File: src/rtl/keypad_if.sv
// Keypad matrix and key-event signals shared by the scanner and its consumer.
// master = scanner side, slave = keypad/consumer side.
interface keypad_if;
  logic [3:0] row_n;
  logic [3:0] col_n;
  logic [3:0] key;
  logic       key_valid;
  logic       key_held;
  logic       error;

  modport master (
    output row_n, key, key_valid, key_held, error,
    input  col_n
  );

  modport slave (
    input  row_n, key, key_valid, key_held, error,
    output col_n
  );
endinterface

File: src/rtl/keypad_scanner.sv
// 4x4 hex keypad scanner: rotates one low row, samples synchronized columns once per
// dwell period, debounces press and release, and emits a one-cycle key_valid strobe.
module keypad_scanner #(
  parameter int SCAN_DIV = 16'h4000,
  parameter int DEB_CNT  = 3
) (
  input logic      uclk,
  input logic      rst_n,
  keypad_if.master bus
);

  typedef enum logic [1:0] {SCAN, DEBOUNCE, HELD} state_t;

  localparam logic [15:0] DWELL_LAST = 16'(SCAN_DIV - 1);
  localparam logic [3:0]  DEB_LIM    = 4'(DEB_CNT);

  logic [3:0]  col_m, col_s;
  logic [15:0] dwell;
  logic        sample;

  state_t      state, state_next;
  logic [3:0]  row_q, row_next;
  logic [3:0]  cand_q, cand_next;
  logic [3:0]  deb_q, deb_next;
  logic [3:0]  key_q, key_next;
  logic        valid_q, valid_next;
  logic        held_q, held_next;
  logic        err_q, err_next;
  logic        accept;

  logic [3:0]  col_low;
  logic        col_none, col_one;
  logic [1:0]  col_idx, row_idx;

  // col_n is asynchronous to uclk; nothing downstream looks at it before col_s.
  always_ff @(posedge uclk or negedge rst_n) begin
    if (!rst_n) begin
      col_m <= 4'hF;
      col_s <= 4'hF;
    end else begin
      col_m <= bus.col_n;
      col_s <= col_m;
    end
  end

  always_ff @(posedge uclk or negedge rst_n) begin
    if (!rst_n)      dwell <= 16'd0;
    else if (sample) dwell <= 16'd0;
    else             dwell <= dwell + 16'd1;
  end

  assign sample   = (dwell == DWELL_LAST);
  assign col_low  = ~col_s;
  assign col_none = (col_low == 4'd0);
  assign col_one  = !col_none && ((col_low & (col_low - 4'd1)) == 4'd0);

  always_comb begin
    col_idx = 2'd0;
    row_idx = 2'd0;
    for (int i = 0; i < 4; i++) begin
      if (col_low[i]) col_idx = 2'(i);
      if (!row_q[i])  row_idx = 2'(i);
    end
  end

  // NOTE: every variable gets its hold value before the case so no path infers a latch.
  always_comb begin
    state_next = state;
    row_next   = row_q;
    cand_next  = cand_q;
    deb_next   = deb_q;
    key_next   = key_q;
    valid_next = 1'b0;
    held_next  = held_q;
    err_next   = err_q;
    accept     = 1'b0;

    if (sample) begin
      case (state)
        SCAN: begin
          if (col_one) begin
            cand_next  = {row_idx, col_idx};
            deb_next   = 4'd1;
            state_next = DEBOUNCE;
            accept     = (DEB_LIM == 4'd1);
          end else begin
            row_next = {row_q[2:0], row_q[3]};
            if (!col_none) err_next = 1'b1;
          end
        end
        DEBOUNCE: begin
          if (col_one && (col_idx == cand_q[1:0])) begin
            deb_next = deb_q + 4'd1;
            accept   = ((deb_q + 4'd1) == DEB_LIM);
          end else begin
            // Row stays put on this sample; rotation resumes at the next one.
            deb_next   = 4'd0;
            state_next = SCAN;
            if (!col_none) err_next = 1'b1;
          end
        end
        HELD: begin
          if (col_none) begin
            deb_next = deb_q + 4'd1;
            if ((deb_q + 4'd1) == DEB_LIM) begin
              deb_next   = 4'd0;
              held_next  = 1'b0;
              state_next = SCAN;
            end
          end else begin
            deb_next = 4'd0;
          end
        end
        default: state_next = SCAN;
      endcase
    end

    if (accept) begin
      key_next   = cand_next;
      valid_next = 1'b1;
      held_next  = 1'b1;
      err_next   = 1'b0;
      deb_next   = 4'd0;
      state_next = HELD;
    end
  end

  // NOTE: state registers use non-blocking assignment so all flops update together.
  always_ff @(posedge uclk or negedge rst_n) begin
    if (!rst_n) begin
      state   <= SCAN;
      row_q   <= 4'b1110;
      cand_q  <= 4'd0;
      deb_q   <= 4'd0;
      key_q   <= 4'd0;
      valid_q <= 1'b0;
      held_q  <= 1'b0;
      err_q   <= 1'b0;
    end else begin
      state   <= state_next;
      row_q   <= row_next;
      cand_q  <= cand_next;
      deb_q   <= deb_next;
      key_q   <= key_next;
      valid_q <= valid_next;
      held_q  <= held_next;
      err_q   <= err_next;
    end
  end

  assign bus.row_n     = row_q;
  assign bus.key       = key_q;
  assign bus.key_valid = valid_q;
  assign bus.key_held  = held_q;
  assign bus.error     = err_q;

endmodule
File: src/flat_wrapper.sv
// flat-port wrapper written by rule: the top's interface ports become plain ports
module keypad_scanner_flat 
#(
  parameter int SCAN_DIV = 16'h4000,
  parameter int DEB_CNT  = 3
)
  (uclk, rst_n, bus_row_n, bus_key, bus_key_valid, bus_key_held, bus_error, bus_col_n);
  keypad_if bus_i ();
  input logic uclk;
  input logic rst_n;
  output wire logic [$bits(bus_i.row_n)-1:0] bus_row_n;
  output wire logic [$bits(bus_i.key)-1:0] bus_key;
  output wire logic [$bits(bus_i.key_valid)-1:0] bus_key_valid;
  output wire logic [$bits(bus_i.key_held)-1:0] bus_key_held;
  output wire logic [$bits(bus_i.error)-1:0] bus_error;
  input wire logic [$bits(bus_i.col_n)-1:0] bus_col_n;
  assign bus_row_n = bus_i.row_n;
  assign bus_key = bus_i.key;
  assign bus_key_valid = bus_i.key_valid;
  assign bus_key_held = bus_i.key_held;
  assign bus_error = bus_i.error;
  assign bus_i.col_n = bus_col_n;
  keypad_scanner #(.SCAN_DIV(SCAN_DIV), .DEB_CNT(DEB_CNT)) u_core (.uclk(uclk), .rst_n(rst_n), .bus(bus_i));
endmodule
File: config.mk
export PLATFORM = sky130hd
export DESIGN_NAME = keypad_scanner_flat
export DESIGN_NICKNAME = d
export VERILOG_FILES = /design/src/rtl/keypad_if.sv /design/src/rtl/keypad_scanner.sv /design/src/flat_wrapper.sv
export SDC_FILE = /design/constraint.sdc
export NUM_CORES = 1
export LEC_CHECK = 0
export BUFFER_PORTS_ARGS = -buffer_cell sky130_fd_sc_hd__buf_2
export CAP_MARGIN = 20
export CORE_UTILIZATION = 39
export DETAILED_ROUTE_END_ITERATION = 12
export GPL_TIMING_DRIVEN = 0
export PLACE_DENSITY_LB_ADDON = 0.25
export SLEW_MARGIN = 20
export SYNTH_ARGS = -nofsm -noshare
export SYNTH_HDL_FRONTEND = slang
export SYNTH_SLANG_ARGS = --single-unit
File: constraint.sdc
create_clock -name uclk -period 2.7 [get_ports uclk]
set_clock_uncertainty 0.05 [all_clocks]
set_input_delay 0.135 -clock uclk [delete_from_list [all_inputs] [get_ports uclk]]
set_output_delay 0.135 -clock uclk [all_outputs]
set_load 0.05 [all_outputs]
==> impl_metrics.csv, run 1 <==
group,metric,value,unit
sta,finalCriticalPeriod,2.24,ns
die,ios,17,
global_route,grt_max_degree,46,
sta,rsz0062_at_grt,"false",
yosys,synth_edf_count,0,
sta,max_freq,446,MHz
yosys,synthAdderAreaFrac,3.79,%
clock_network,post_cts_resized,0,
layout,fin_nets,246,
layout,seqCellArea,1140,sq um
run_status,outcome,"finished, final reports clean",
die,dieArea,6240,sq um
clock_network,clk_pin_slew,0.09,ns
sta,tightest_slew,0.561,ns
die,die_x,79.0,um
place,place_area,2480,sq um
critical_path,critPathKind,"flip-flop to flip-flop",
layout,finalNonFillerCells,306,
yosys,ys_seq_area_share,49.3,%
critical_path,cp_max_fo,5,
route,wl_per_cell,13.5,um
pwr,p_seq_share,59.0,%
yosys,ys_warn_count,0,
sta,setup_viol,0,
sta,timing.slew.headroom,62.6,%
critical_path,crit_required,2.84,ns
critical_path,cpPeakStageDelay,0.41,ns
pwr,p_int,0.891,mW
yosys,synthMuxAreaShare,7.42,%
yosys,synth_xor_area_share,5.25,%
yosys,synth_compound_gate_area_share,13.7,%
layout,multi_input_area,1090,sq um
layout,final_cell_mix,"dfrtp_1, buf_2, nand2_1",
critical_path,cp_data_arrival_time,2.38,ns
global_route,grt_overflow,0,
critical_path,crit_path_start_kind,"flip-flop",
flow_run,cap_violations,0,
place,dp_cells,293,
yosys,synthFlopType,"dfrtp_1",
die,rows,27,
yosys,synth_area_leader_cell,"dfrtp_1",
yosys,postSynthCellCount,205,
sta,hold_viol,0,
yosys,postSynth.asyncResetShare,100,%
place,post-place-ws,0.474,ns
clock_network,post-cts-setup-buffer-count,0,
global_route,first_global_vias,1580,
layout,area_growth,13.7,%
yosys,synth_seq_cells,45,
global_route,antenna_found_initial,0,
critical_path,crit_path_top_delay_cell,"or3_1",
clock_network,cts-root-buf,"clkbuf_8",
sta,slew_violations,0,
place,gp_congestion,0.767,
route,drt-initial-drc-count,122,
layout,drive_gt1_share,26.5,%
pwr,vdd_ir_drop_max,0.000305,V
layout,num_antenna_cells,0,
clock_network,cts_htree_levels,2,
yosys,netlist_area,2310,sq um
clock_network,clock-sinks,45,
yosys,ys_top_cells_by_area,"dfrtp_1, dfstp_2, ha_1",
yosys,syn_area_per_cell,11.3,sq um
global_route,grt_pass1_wl,7.31,mm
die,fp.coreArea,5610,sq um
clock_network,hold_buffers,5,
sta,fin_worst_hold_slack,0.310,ns
layout,final_area,2630,sq um
yosys,synth_nets,218,
route,vias_per_cell,5.25,
yosys,synthSimpleGateAreaFrac,17.0,%
place,portBuffers,16,
die,die_y,79.0,um
clock_network,clockBufferDepth,2,
layout,final_common_cell,"dfrtp_1",
yosys,synth_top_area_share,36.8,%
layout,utilization,46.9,%
pwr,p_switching,0.274,mW
clock_network,numCtsBuffers,5,
die,initial_utilization,41.2,%
pwr,power,1.16,mW
layout,fillCellCount,544,
route,first_pass_iters,4,
pwr,power.leakage,1.22,nW
clock_network,cts_tree,"done",
yosys,synth_top_family_by_area,"simple AND/OR/NAND/NOR gates",
sta,finalWorstSetupSlack,0.460,ns
route,vias,1608,
critical_path,cp_cell_sequence,"ha_1 -> and3_1 -> nand4_1 -> or3_1 -> clkbuf_1 -> mux2_1",
route,drc,0,
global_route,grt_util_all_layers,15.2,%
pwr,p_comb_share,4.6,%
yosys,synth.distinct_cells,51,
critical_path,end_kind,"flip-flop",
place,hpwl,2.91,mm
hold_path,hold_path.class,"flip-flop to flip-flop",
route,ant_nets,0,
sta,tns,0,ns
sta,final.period_utilization,83.0,%
pwr,clock_power_share,36.4,%
pwr,power.density,443,nW/um^2
pwr,p_sw_share,23.5,%
clock_network,clk_latency,0.30,ns
route,wl,4.13,mm
==> state kept, by name, indices dropped and copies added (netlist names) <==
register              flops
u_core.dwell             16
u_core.bus.key            4
u_core.bus.row_n          4
u_core.cand_q             4
u_core.col_m              4
u_core.col_s              4
u_core.deb_q              4
u_core.state              2
u_core.bus.error          1
u_core.bus.key_held       1
u_core.bus.key_valid      1
==> path summary, 6_finish.rpt <==
check	cells past startpoint	slack, ns	start	to
hold reg to reg	0	0.31	u_core.col_m[1]	u_core.col_s[1]
max in group asynchronous	2	1.90	rst_n	u_core.col_m[0]
setup reg to reg	6	0.46	u_core.dwell[0]	u_core.bus.row_n[0]
hold / removal	0	0.31	u_core.col_m[1]	u_core.col_s[1]
setup / recovery	6	0.46	u_core.dwell[0]	u_core.bus.row_n[0]
min in group asynchronous	2	0.32	rst_n	u_core.deb_q[1]
==> synth_stat cells (2+ instances only) <==
cell and instances:
dfrtp_1 34, nand2_1 16, dfstp_2 11, inv_1 11, nor2_1 11, o21ai_0 10
nand4_1 9, ha_1 7, nand3_1 7, xor2_1 7, mux2_2 6, and3_1 5
xnor2_1 5, a21oi_1 4, mux2_4 4, nor3_1 4, a21o_1 3, a31oi_1 3
and2_1 3, and4_1 3, buf_2 3, mux2_1 3, o2111ai_1 3, clkbuf_1 2
clkbuf_2 2, nand4b_1 2, o2111a_1 2, or3_1 2
==> layer usage <==
metal	up-vias	global-route usage [%]	wire length (um)
li1	797	-	-
met1	770	20.1	1980
met2	32	24.1	1920
met3	9	3.56	152
met4	0	6.18	82
met5	-	0	0
==> power by group through the flow <==
stage               Sequential (mW)  Combinational [mW]  Clock [mW]
CTS                           0.688              0.0543       0.444
detailed placement            0.700              0.0483           0
finish                        0.687              0.0535       0.423
global placement              0.700              0.0476           0
floorplan                     0.700              0.0268           0
global route                  0.688              0.0597       0.467
==> critical path: cells and delay by family (launching register included) <==
kind	cells	cell delay, ns
multiplexers	1	0.33
AND/OR/NAND/NOR	3	0.98
buffers and inverters	1	0.17
adder cells (fa/ha/maj)	1	0.19
flip-flops	1	0.39
==> final cells by class <==
class	count	area share [%]
Clock inverter	3	0.952
Multi-Input combinational cell	141	41.5
Timing Repair Buffer	21	5.05
Inverter	11	1.57
Tap cell	72	3.43
Buffer	8	1.52
Clock buffer	5	2.62
Sequential cell	45	43.4
==> logic make-up (layout without fill, tap and decap cells) <==
logic type | count (synthesis) | after routing
flip-flops | 45 | 45
AO/OA/AOI/OAI | 38 | 38
AND/OR/NAND/NOR | 69 | 69
multiplexers | 14 | 14
XOR/XNOR | 13 | 13
buffers and inverters | 19 | 48
adder cells (fa/ha/maj) | 7 | 7
(Power assumes the default switching activity.)
==> run 2, diff against run 1 <==
==> constraint.sdc (replaced) <==
create_clock -name uclk -period 2.11 [get_ports uclk]
set_clock_uncertainty 0.05 [all_clocks]
set_input_delay 0.1055 -clock uclk [delete_from_list [all_inputs] [get_ports uclk]]
set_output_delay 0.1055 -clock uclk [all_outputs]
set_load 0.05 [all_outputs]
==> run 2 against run 1 <==
Final area increased by 5.7%; via count grew 2.3%; total power is 29% higher; clock power up 29%; flip-flop and latch count unchanged; largest power group unchanged.
==> impl_metrics.csv, run 2 (synthesis results as in run 1) <==
group,metric,value,unit
run_status,outcome,"finished, final reports clean",
layout,final_cell_mix,"dfrtp_1, buf_4, buf_2",
layout,final_common_cell,"dfrtp_1",
clock_network,cts-root-buf,"clkbuf_8",
critical_path,critPathKind,"flip-flop to flip-flop",
global_route,grt_util_all_layers,15.5,%
route,vias_per_cell,5.16,
sta,tns,0,ns
global_route,grt_pass1_wl,7.46,mm
place,portBuffers,16,
clock_network,clk_pin_slew,0.09,ns
route,wl_per_cell,14.0,um
die,ios,17,
pwr,p_int,1.15,mW
route,drc,0,
pwr,vdd_ir_drop_max,0.000393,V
layout,area_growth,20.2,%
layout,drive_gt1_share,33.2,%
route,first_pass_iters,4,
critical_path,cp_max_fo,5,
sta,rsz0062_at_grt,"true",
layout,finalNonFillerCells,319,
route,ant_nets,0,
critical_path,reg2reg_to,"u_core.deb_q[1]",
clock_network,cts_tree,"done",
die,die_y,79.0,um
route,vias,1645,
pwr,p_comb_share,5.1,%
sta,setup_viol,0,
sta,max_freq,479,MHz
place,dp_cells,293,
pwr,power.density,542,nW/um^2
critical_path,reg2reg_slack,0.02,ns
sta,tightest_slew,0.560,ns
clock_network,clock-sinks,45,
sta,timing.slew.headroom,62.7,%
critical_path,crit_path_start_kind,"flip-flop",
sta,slew_violations,0,
critical_path,r2r_cells,6,
layout,num_antenna_cells,0,
layout,largest_register_ffs,16,
place,hpwl,2.91,mm
sta,finalCriticalPeriod,2.09,ns
pwr,clock_power_share,36.1,%
global_route,grt_overflow,0,
critical_path,cp_data_arrival_time,2.23,ns
place,gp_congestion,0.767,
route,wl,4.47,mm
pwr,p_switching,0.357,mW
hold_path,hold_path.class,"primary input to async pin",
global_route,antenna_found_initial,0,
die,initial_utilization,41.2,%
layout,utilization,49.5,%
place,place_area,2480,sq um
clock_network,clockBufferDepth,2,
pwr,p_sw_share,23.7,%
die,dieArea,6240,sq um
pwr,power.leakage,1.28,nW
die,die_x,79.0,um
global_route,first_global_vias,1607,
layout,final_area,2780,sq um
sta,final.period_utilization,98.9,%
critical_path,end_kind,"flip-flop",
clock_network,cts_htree_levels,2,
route,drt-initial-drc-count,147,
flow_run,cap_violations,0,
layout,regMostFlops,"u_core.dwell",
sta,hold_viol,0,
clock_network,clk_latency,0.30,ns
critical_path,reg2reg_from,"u_core.dwell[0]",
global_route,grt_max_degree,46,
pwr,p_seq_share,58.7,%
layout,fillCellCount,530,
critical_path,crit_required,2.25,ns
layout,fin_nets,259,
die,fp.coreArea,5610,sq um
clock_network,numCtsBuffers,5,
die,rows,27,
run 2: cell count changes in the layout (fill, tap and decap cells not counted), moves of 2 or more:
cell / previous run / this run
ha_2: 0 / 2
ha_1: 7 / 5
clkbuf_2: 2 / 0
buf_4: 2 / 18
run 2: how the worst max path moves through the flow:
stage / startpoint / endpoint / slack, ns / depth (start not counted)
after global placement: u_core.dwell[0] / u_core.bus.row_n[0] / -0.10 / 6
after detailed placement: u_core.dwell[0] / u_core.bus.row_n[0] / -0.12 / 6
after floorplan: u_core.col_s[3] / u_core.bus.key[0] / 0.13 / 6
final: u_core.dwell[0] / u_core.deb_q[1] / 0.02 / 6
after global routing: u_core.col_s[3] / u_core.state[0] / -0.08 / 6
after CTS: u_core.dwell[0] / u_core.state[0] / 0.01 / 7
run 2: final cells by class:
type / count / area [sq um] / share of cell area (%)
plain buffers: 4 / 21.3 / 0.766
inverters: 11 / 41.3 / 1.49
multi-input cells: 141 / 1130 / 40.6
clock inverters: 3 / 25.0 / 0.901
repair buffers: 38 / 264 / 9.50
clock buffers: 5 / 68.8 / 2.48
well taps: 72 / 90.1 / 3.24
flip-flops and latches: 45 / 1140 / 41.0
run 2: per-stage QoR:
stage	hold slack (ns)	power (mW)	worst slack (ns)
finish	0.286	1.51	0.0227
global route	0.317	1.57	-0.0793
CTS	0.310	1.52	0.0105
detailed placement	0.162	0.958	-0.116
global placement	0.160	0.957	-0.100
floorplan	-0.240	0.930	0.130
run 2: power groups by stage:
stage	combinational (mW)	sequential (mW)	clock [mW]
floorplan	0.0343	0.895	0
global placement	0.0609	0.896	0
detailed placement	0.0618	0.896	0
CTS	0.0625	0.887	0.568
global route	0.0856	0.886	0.597
finish	0.0774	0.885	0.545
run 2: routing by layer:
| metal | wire, um | track usage, % | vias to the layer above | share of wire, % |
|---|---|---|---|---|
| met3 | 122 | 3.56 | 7 | 2.7 |
| li1 | - | - | 824 | - |
| met2 | 2200 | 24.7 | 24 | 49 |
| met1 | 2080 | 20.3 | 790 | 47 |
| met5 | 0 | 0 | - | 0 |
| met4 | 74 | 6.18 | 0 | 1.7 |
run 2: worst max-delay path: stages (launching register included):
cell and delay (ns):
dfrtp_1 0.40, ha_2 0.21, and3_4 0.22, nand4_1 0.18, buf_4 0.22, nor3_1 0.32
mux2_2 0.38
run 2: repair_timing:
item	in CTS	in global routing
setup buffers	7	10
gates resized for setup	3	7
hold buffers	5	0
cloned	0	0
setup endpoints to repair	9	10
endpoints found under the hold margin	38	0
pin swaps	6	6
